[config.mk]
export PLATFORM = sky130hd
export DESIGN_NAME = multicycle_control
export DESIGN_NICKNAME = d
export VERILOG_FILES = /design/src/rtl/cpu_ctrl_pkg.sv /design/src/rtl/multicycle_control.sv
export SDC_FILE = /design/constraint.sdc
export NUM_CORES = 1
export LEC_CHECK = 0
export ABC_AREA = 1
export BUFFER_PORTS_ARGS = -buffer_cell sky130_fd_sc_hd__buf_2
export CAP_MARGIN = 20
export CORE_MARGIN = 1
export CORE_UTILIZATION = 44
export DETAILED_ROUTE_END_ITERATION = 8
export GPL_ROUTABILITY_DRIVEN = 1
export GPL_TIMING_DRIVEN = 0
export PLACE_DENSITY = 0.76
export SYNTH_ARGS = -nofsm -noshare
export SYNTH_HDL_FRONTEND = slang
export SYNTH_SLANG_ARGS = --single-unit
[constraint.sdc]
create_clock -name clk -period 1.25 [get_ports clk]
set_input_delay 0.125 -clock clk [delete_from_list [all_inputs] [get_ports clk]]
set_output_delay 0.125 -clock clk [all_outputs]
set_load 0.05 [all_outputs]
[src/rtl/cpu_ctrl_pkg.sv]
// cpu_ctrl_pkg: opcodes, control-field encodings and controller states shared by the CPU decoders.
package cpu_ctrl_pkg;
   localparam logic [5:0] OP_RTYPE = 6'd0;
   localparam logic [5:0] OP_BEQ   = 6'd1;
   localparam logic [5:0] OP_LW    = 6'd2;
   localparam logic [5:0] OP_SW    = 6'd3;
   localparam logic [5:0] OP_ADDI  = 6'd4;
   localparam logic [5:0] OP_ANDI  = 6'd5;
   localparam logic [5:0] OP_ORI   = 6'd6;
   localparam logic [5:0] OP_SLTI  = 6'd7;
   localparam logic [5:0] OP_J     = 6'd8;
   localparam logic [5:0] OP_JAL   = 6'd9;
   localparam logic [5:0] OP_JR    = 6'd10;

   localparam logic [1:0] ALU_ADD   = 2'b00;
   localparam logic [1:0] ALU_SUB   = 2'b01;
   localparam logic [1:0] ALU_IMM   = 2'b10;
   localparam logic [1:0] ALU_FUNCT = 2'b11;

   localparam logic [1:0] SRCB_RT     = 2'b00;
   localparam logic [1:0] SRCB_FOUR   = 2'b01;
   localparam logic [1:0] SRCB_IMM    = 2'b10;
   localparam logic [1:0] SRCB_IMM_SH = 2'b11;

   localparam logic [1:0] PCS_ALU    = 2'b00;
   localparam logic [1:0] PCS_ALUOUT = 2'b01;
   localparam logic [1:0] PCS_JUMP   = 2'b10;
   localparam logic [1:0] PCS_RS     = 2'b11;

   typedef enum logic [3:0] {
      S_FETCH, S_DECODE, S_EXEC_R, S_WB_R, S_EXEC_I, S_WB_I, S_MEM_ADDR, S_MEM_READ,
      S_WB_MEM, S_MEM_WRITE, S_BRANCH, S_JUMP, S_JAL, S_JR, S_ILLEGAL
   } ctrl_state_t;
endpackage

[src/rtl/multicycle_control.sv]
// multicycle_control: per-instruction state walk driving the shared-ALU, unified-memory datapath.
module multicycle_control
   import cpu_ctrl_pkg::*;
#(
   parameter bit STRICT_DECODE = 1'b1
) (
   input  logic       clk,
   input  logic       rst,
   input  logic [5:0] opcode,
   input  logic       zero,
   input  logic       mem_ready,
   output logic       mem_req,
   output logic       mem_we,
   output logic       iord,
   output logic       ir_write,
   output logic       pc_write,
   output logic       pc_write_cond,
   output logic [1:0] pc_source,
   output logic       alu_src_a,
   output logic [1:0] alu_src_b,
   output logic [1:0] alu_op,
   output logic       reg_write,
   output logic       reg_dst,
   output logic       mem_to_reg,
   output logic       link,
   output logic       instr_done,
   output logic       illegal_op
);
   ctrl_state_t state_q, state_d, decode_d;
   logic        unused_zero;

   // the zero flag qualifies pc_write_cond inside the datapath, not here
   assign unused_zero = zero;

   assign decode_d = (opcode == OP_RTYPE)                  ? S_EXEC_R   :
                     (opcode == OP_BEQ)                    ? S_BRANCH   :
                     (opcode == OP_LW || opcode == OP_SW)  ? S_MEM_ADDR :
                     (opcode inside {[OP_ADDI:OP_SLTI]})   ? S_EXEC_I   :
                     (opcode == OP_J)                      ? S_JUMP     :
                     (opcode == OP_JAL)                    ? S_JAL      :
                     (opcode == OP_JR)                     ? S_JR       :
                     STRICT_DECODE                         ? S_ILLEGAL  : S_EXEC_R;

   always_ff @(posedge clk) state_q <= rst ? S_FETCH : state_d;

   always_comb begin
      state_d       = S_FETCH;
      mem_req       = 1'b0;
      mem_we        = 1'b0;
      iord          = 1'b0;
      ir_write      = 1'b0;
      pc_write      = 1'b0;
      pc_write_cond = 1'b0;
      pc_source     = PCS_ALU;
      alu_src_a     = 1'b0;
      alu_src_b     = SRCB_RT;
      alu_op        = ALU_ADD;
      reg_write     = 1'b0;
      reg_dst       = 1'b0;
      mem_to_reg    = 1'b0;
      link          = 1'b0;
      instr_done    = 1'b0;
      illegal_op    = 1'b0;
      if (!rst)
         case (state_q)
            S_FETCH: begin
               mem_req   = 1'b1;
               alu_src_b = SRCB_FOUR;
               ir_write  = mem_ready;
               pc_write  = mem_ready;
               state_d   = mem_ready ? S_DECODE : S_FETCH;
            end
            S_DECODE: begin
               alu_src_b = SRCB_IMM_SH;
               state_d   = decode_d;
            end
            S_EXEC_R: begin
               alu_src_a = 1'b1;
               alu_op    = ALU_FUNCT;
               state_d   = S_WB_R;
            end
            S_WB_R: begin
               reg_write  = 1'b1;
               reg_dst    = 1'b1;
               instr_done = 1'b1;
            end
            S_EXEC_I: begin
               alu_src_a = 1'b1;
               alu_src_b = SRCB_IMM;
               alu_op    = (opcode == OP_ADDI) ? ALU_ADD : ALU_IMM;
               state_d   = S_WB_I;
            end
            S_WB_I: begin
               reg_write  = 1'b1;
               instr_done = 1'b1;
            end
            S_MEM_ADDR: begin
               alu_src_a = 1'b1;
               alu_src_b = SRCB_IMM;
               state_d   = (opcode == OP_LW) ? S_MEM_READ : S_MEM_WRITE;
            end
            S_MEM_READ: begin
               mem_req = 1'b1;
               iord    = 1'b1;
               state_d = mem_ready ? S_WB_MEM : S_MEM_READ;
            end
            S_WB_MEM: begin
               reg_write  = 1'b1;
               mem_to_reg = 1'b1;
               instr_done = 1'b1;
            end
            S_MEM_WRITE: begin
               mem_req    = 1'b1;
               mem_we     = 1'b1;
               iord       = 1'b1;
               instr_done = mem_ready;
               state_d    = mem_ready ? S_FETCH : S_MEM_WRITE;
            end
            S_BRANCH: begin
               alu_src_a     = 1'b1;
               alu_op        = ALU_SUB;
               pc_write_cond = 1'b1;
               pc_source     = PCS_ALUOUT;
               instr_done    = 1'b1;
            end
            S_JUMP: begin
               pc_write   = 1'b1;
               pc_source  = PCS_JUMP;
               instr_done = 1'b1;
            end
            S_JAL: begin
               reg_write  = 1'b1;
               link       = 1'b1;
               pc_write   = 1'b1;
               pc_source  = PCS_JUMP;
               instr_done = 1'b1;
            end
            S_JR: begin
               pc_write   = 1'b1;
               pc_source  = PCS_RS;
               instr_done = 1'b1;
            end
            S_ILLEGAL: illegal_op = 1'b1;
            default: state_d = S_FETCH;
         endcase
   end
endmodule

==> run summary, run 1 <==
Outcome - stopped before the end
Last stage the flow got to - clock tree synthesis (4_1_cts)
Error msg - [ERROR DPL-0038] Utilization greater than 100%, impossible to legalize
Syn_area_per_cell - 4.70 um2
Hold Buf Count CTS - 0
GP Congestion - 0.861
# rows - 12
Post-synthesis async set-or-reset flop share - 0%
Die X - 39.0 um
Num CTS Buffers - 3
Synth area leaders - nor2_1 (22%), nand2_1 (19%), dfxtp_1 (13%)
Top_reg_cell synth - dfxtp_1
HPWL after DPL - 1520 um
Post-synthesis sequential area ratio - 13.3%
Ys Warns - 0
Clock Path Buffers - 2
Post-synth EDFFs - 0
Post-Syn Area - 602 um2
Die height - 39.0 um
Port Buffers - 27
Synth unique cells - 15
I/O Pins - 29
Syn nets - 138
Cells after Synth - 128
Yosys reg bits - 4
Post-CTS Resized - 54
Sink Count - 4
Starting Density - 50.7%
Synth top area share - 22.5%
# Post-CTS Setup Buffers - 12
Synth area leader - nor2_1
CTS H-tree depth - 1
Most common cell in the synthesized netlist - nor2_1
Commonest cells post-synth - nor2_1 (36), nand2_1 (31), inv_1 (21)
CTS root buf - clkbuf_4
Area after DPL - 948 um2
-- logic make-up after synthesis --
kind of cell,Yosys count,synth area share [%]
and+or+nand+nor,93,64.7
buffers and inverters,23,14.3
AOI/OAI and AO/OA,8,7.69
DFF,4,13.3
-- metrics by stage --
step	util, %	TNS, ns	std cells	setup WS (ns)	hold WS, ns
global placement	80.0	-2.17	169	-0.206	0.427
detailed placement	80.0	-2.73	169	-0.259	0.433
floorplan	-	-1.07	128	-0.294	0.280
==> run 2, diff against run 1 <==
--- a/config.mk
+++ b/config.mk
@@ -8,12 +8,12 @@
 export ABC_AREA = 1
 export BUFFER_PORTS_ARGS = -buffer_cell sky130_fd_sc_hd__buf_2
 export CAP_MARGIN = 20
-export CORE_MARGIN = 1
-export CORE_UTILIZATION = 44
+export CORE_AREA = 2 2 63 65
 export DETAILED_ROUTE_END_ITERATION = 8
+export DIE_AREA = 0 0 65 67
 export GPL_ROUTABILITY_DRIVEN = 1
 export GPL_TIMING_DRIVEN = 0
-export PLACE_DENSITY = 0.76
+export PLACE_DENSITY_LB_ADDON = 0.15
 export SYNTH_ARGS = -nofsm -noshare
 export SYNTH_HDL_FRONTEND = slang
 export SYNTH_SLANG_ARGS = --single-unit
==> run summary, run 2 <==
Share of layout cells above drive strength 1 - 62.9%
Post-Syn Area - 602 um2 (unchanged)
Post-synthesis sequential area ratio - 13.3% (unchanged)
Largest family of logic cells by synthesized area - simple AND/OR/NAND/NOR gates
Flop pwr share - 13.2%
Synth area leader - nor2_1
Cells after Synth - 128 (unchanged)
Routed WL - 2660 um
Tot Pwr - 3.14 mW
Non-Filler Instances - 223
CTS H-tree depth - 1 (unchanged)
Largest registers - state_q x4
GP Congestion - 0.847 (-1.7%)
Slew Limit Fails - 0
Syn nets - 138 (unchanged)
DR pass1 iterations - 4
Clk pwr share - 9.1%
# diodes - 0
Placed cell count - 203 (+20%)
Commonest cells post-synth - nor2_1 (36), nand2_1 (31), inv_1 (21)
GRT Util Overall - 12.2%
Failing checks - setup timing
Nets - 186
Setup WS post-layout - -0.292 ns
RSZ-0062 raised after global routing - true
CP arrival - 1.42 ns
Largest net degree at the start of global routing - 11
Synth Area in Compound Gates - 7.69% (unchanged)
Critical path capture point - instr_done
# rows - 22 (+10)
Pint - 1.40 mW
Max rail drop VDD - 0.494 mV
Most common cell after layout, fill and taps aside - buf_6
CTS tree - built
Largest Register - state_q
Via count - 947
Global-route wire length before repair - 4130 um
Combinational Power Share - 77.7%
Max Fclk - 649 MHz
Outcome - complete, but fails checks
Most frequent cells in the layout - buf_6 (21), nor2_1 (20), nand2_1 (17), nor2_4 (16), inv_1 (12)
Setup violators final - 21
Final min period - 1.54 ns
1st-iter DRT viols - 18
Most common cell in the synthesized netlist - nor2_1
Largest fanout on the critical path - 6
Number of max-cap violations - 0
Placeable Area - 0.00361 mm2
Vias in the first global route - 954
Final hold vios - 0
Sw power - 1.74 mW
Antenna violations before repair - 0
Top_reg_cell synth - dfxtp_1
Die height - 67 um (+72%)
Post-synth EDFFs - 0 (unchanged)
Starting Density - 16.7% (-34 points)
Worst Setup Path Type - reg2out
Post-Synth Simple-Gate Area - 64.7% (unchanged)
Power Dens Cells - 2070 mW/mm2
Synth unique cells - 15 (unchanged)
Worst flop-to-flop path endpoint - state_q[1]$_SDFF_PP0_
Hold Buf Count CTS - 0 (unchanged)
CTS root buf - clkbuf_8
Wl on met1 - 1070 um
Average wire per standard cell - 11.9 um
ANT nets after route - 0
Multiplexer share of the synthesized area - 0% (unchanged)
HPWL after DPL - 1800 um (+18%)
Synth Area in XOR/XNOR - 0% (unchanged)
Net Sw Frac - 55.3%
Num CTS Buffers - 3 (unchanged)
Vias per cell - 4.25
Synth top area share - 22.5% (unchanged)
Worst min-delay path class - in2reg
Largest register FFs - 4
Ys Warns - 0 (unchanged)
DP Worst Slack - -0.264 ns (-0.00441 ns)
Final Cycle Share - 123%
Critical Path RT - 1.12 ns
Worst setup EP type - primary output
Synth-to-Final Area Change - 152%
Synth area leaders - nor2_1 (22%), nand2_1 (19%), dfxtp_1 (13%)
Post-synthesis async set-or-reset flop share - 0% (unchanged)
Sink Count - 4 (unchanged)
Setup slack, reg-to-reg - -0.05 ns
DR WL met3 - 75 um
Finished Core Util - 42.0%
Clk_skew - 0.00403 ns
Reg clk slew, reported paths - 0.03 ns
Die Area - 0.00436 mm2
I/O Pins - 29 (unchanged)
Yosys reg bits - 4 (unchanged)
Post-Route Setup TNS - -3.56 ns
Crit start category - register
R2R depth - 8
Die X - 65 um (+67%)
Top sig layer - met4
Clk_lat worst skew - 0.22 ns
Worst setup path startpoint - state_q[1]$_SDFF_PP0_
Post-Synth Adder-Cell Area - 0% (unchanged)
Worst-margin pin slew - 0.532 ns
Fillers - 370
Clock Path Buffers - 2 (unchanged)
Number of remaining DRC errors - 0
Port Buffers - 27 (unchanged)
Hold depth - 4
Met2 wire length - 1480 um
LEAKAGE - 0.699 nW
Global route overflow - 0
Syn_area_per_cell - 4.70 um2 (unchanged)
Rel. slew slack - 64.5%
Reg2reg start - state_q[1]$_SDFF_PP0_
[run 2: cell counts after synthesis]
No cell type changed its count.
[run 2: timing repair]
| action | in CTS | in global routing |
|---|---|---|
| endpoints found under the setup margin | 20 | 23 |
| setup buffers | 9 | 7 |
| endpoints found under the hold margin | 0 | 0 |
| pin swaps | 11 | 9 |
| resized for setup | 79 | 27 |
[run 2: critical path, cell delays in order, from the launching register on]
cell,delay (ns)
dfxtp_4,0.44
inv_4,0.07
nand2_8,0.09
nor2_4,0.05
nor2_4,0.10
nand4_1,0.10
nand2_2,0.10
clkinvlp_4,0.09
buf_8,0.15
[run 2: kinds of logic (layout without fill, tap and decap cells)]
group                  Yosys count  count (layout)
buffers and inverters           23              70
AND/OR/NAND/NOR                 93              93
AO/OA/AOI/OAI                    8               8
flip-flops                       4               4
[run 2: through the flow]
step | instance area (um2) | hold slack (ns)
after global placement | 991 | 0.450
after floorplan | 796 | 0.280
after CTS | 1370 | 0.224
after global routing | 1510 | 0.296
final | 1510 | 0.245
after detailed placement | 991 | 0.446
[run 2: metal layers]
| metal | vias to the layer above | global-route usage [%] |
|---|---|---|
| li1 | 489 | - |
| met1 | 435 | 13.1 |
| met2 | 17 | 23.6 |
| met3 | 6 | 2.03 |
| met4 | 0 | 4.79 |
| met5 | - | 0 |
[run 2: worst min-delay path by stage]
stage               from                     to  slack, ns
floorplan            rst  state_q[0]$_SDFF_PP0_       0.28
global placement     rst  state_q[0]$_SDFF_PP0_       0.45
detailed placement   rst  state_q[0]$_SDFF_PP0_       0.45
CTS                  rst  state_q[0]$_SDFF_PP0_       0.22
global route         rst  state_q[0]$_SDFF_PP0_       0.30
finish               rst  state_q[0]$_SDFF_PP0_       0.24
[run 2: cell type report]
type	instances	area (um2)	share of cell area [%]
inverter	21	100	6.61
sequential	4	95.1	6.28
clock buffer	4	45.0	2.98
multi-input combinational	101	792	52.3
tap	48	60.1	3.97
buffer	2	10.0	0.661
timing repair buffer	43	412	27.2
[run 2: power by group through the flow]
stage          Clock [mW]  Sequential [mW]  Combinational [mW]
2_1_floorplan           0            0.315                1.23
3_3_place_gp            0            0.341                1.51
3_5_place_dp            0            0.341                1.51
4_1_cts             0.294            0.394                2.16
5_1_grt             0.310            0.427                2.58
6_report            0.284            0.416                2.44
(Power assumes the default switching activity.)
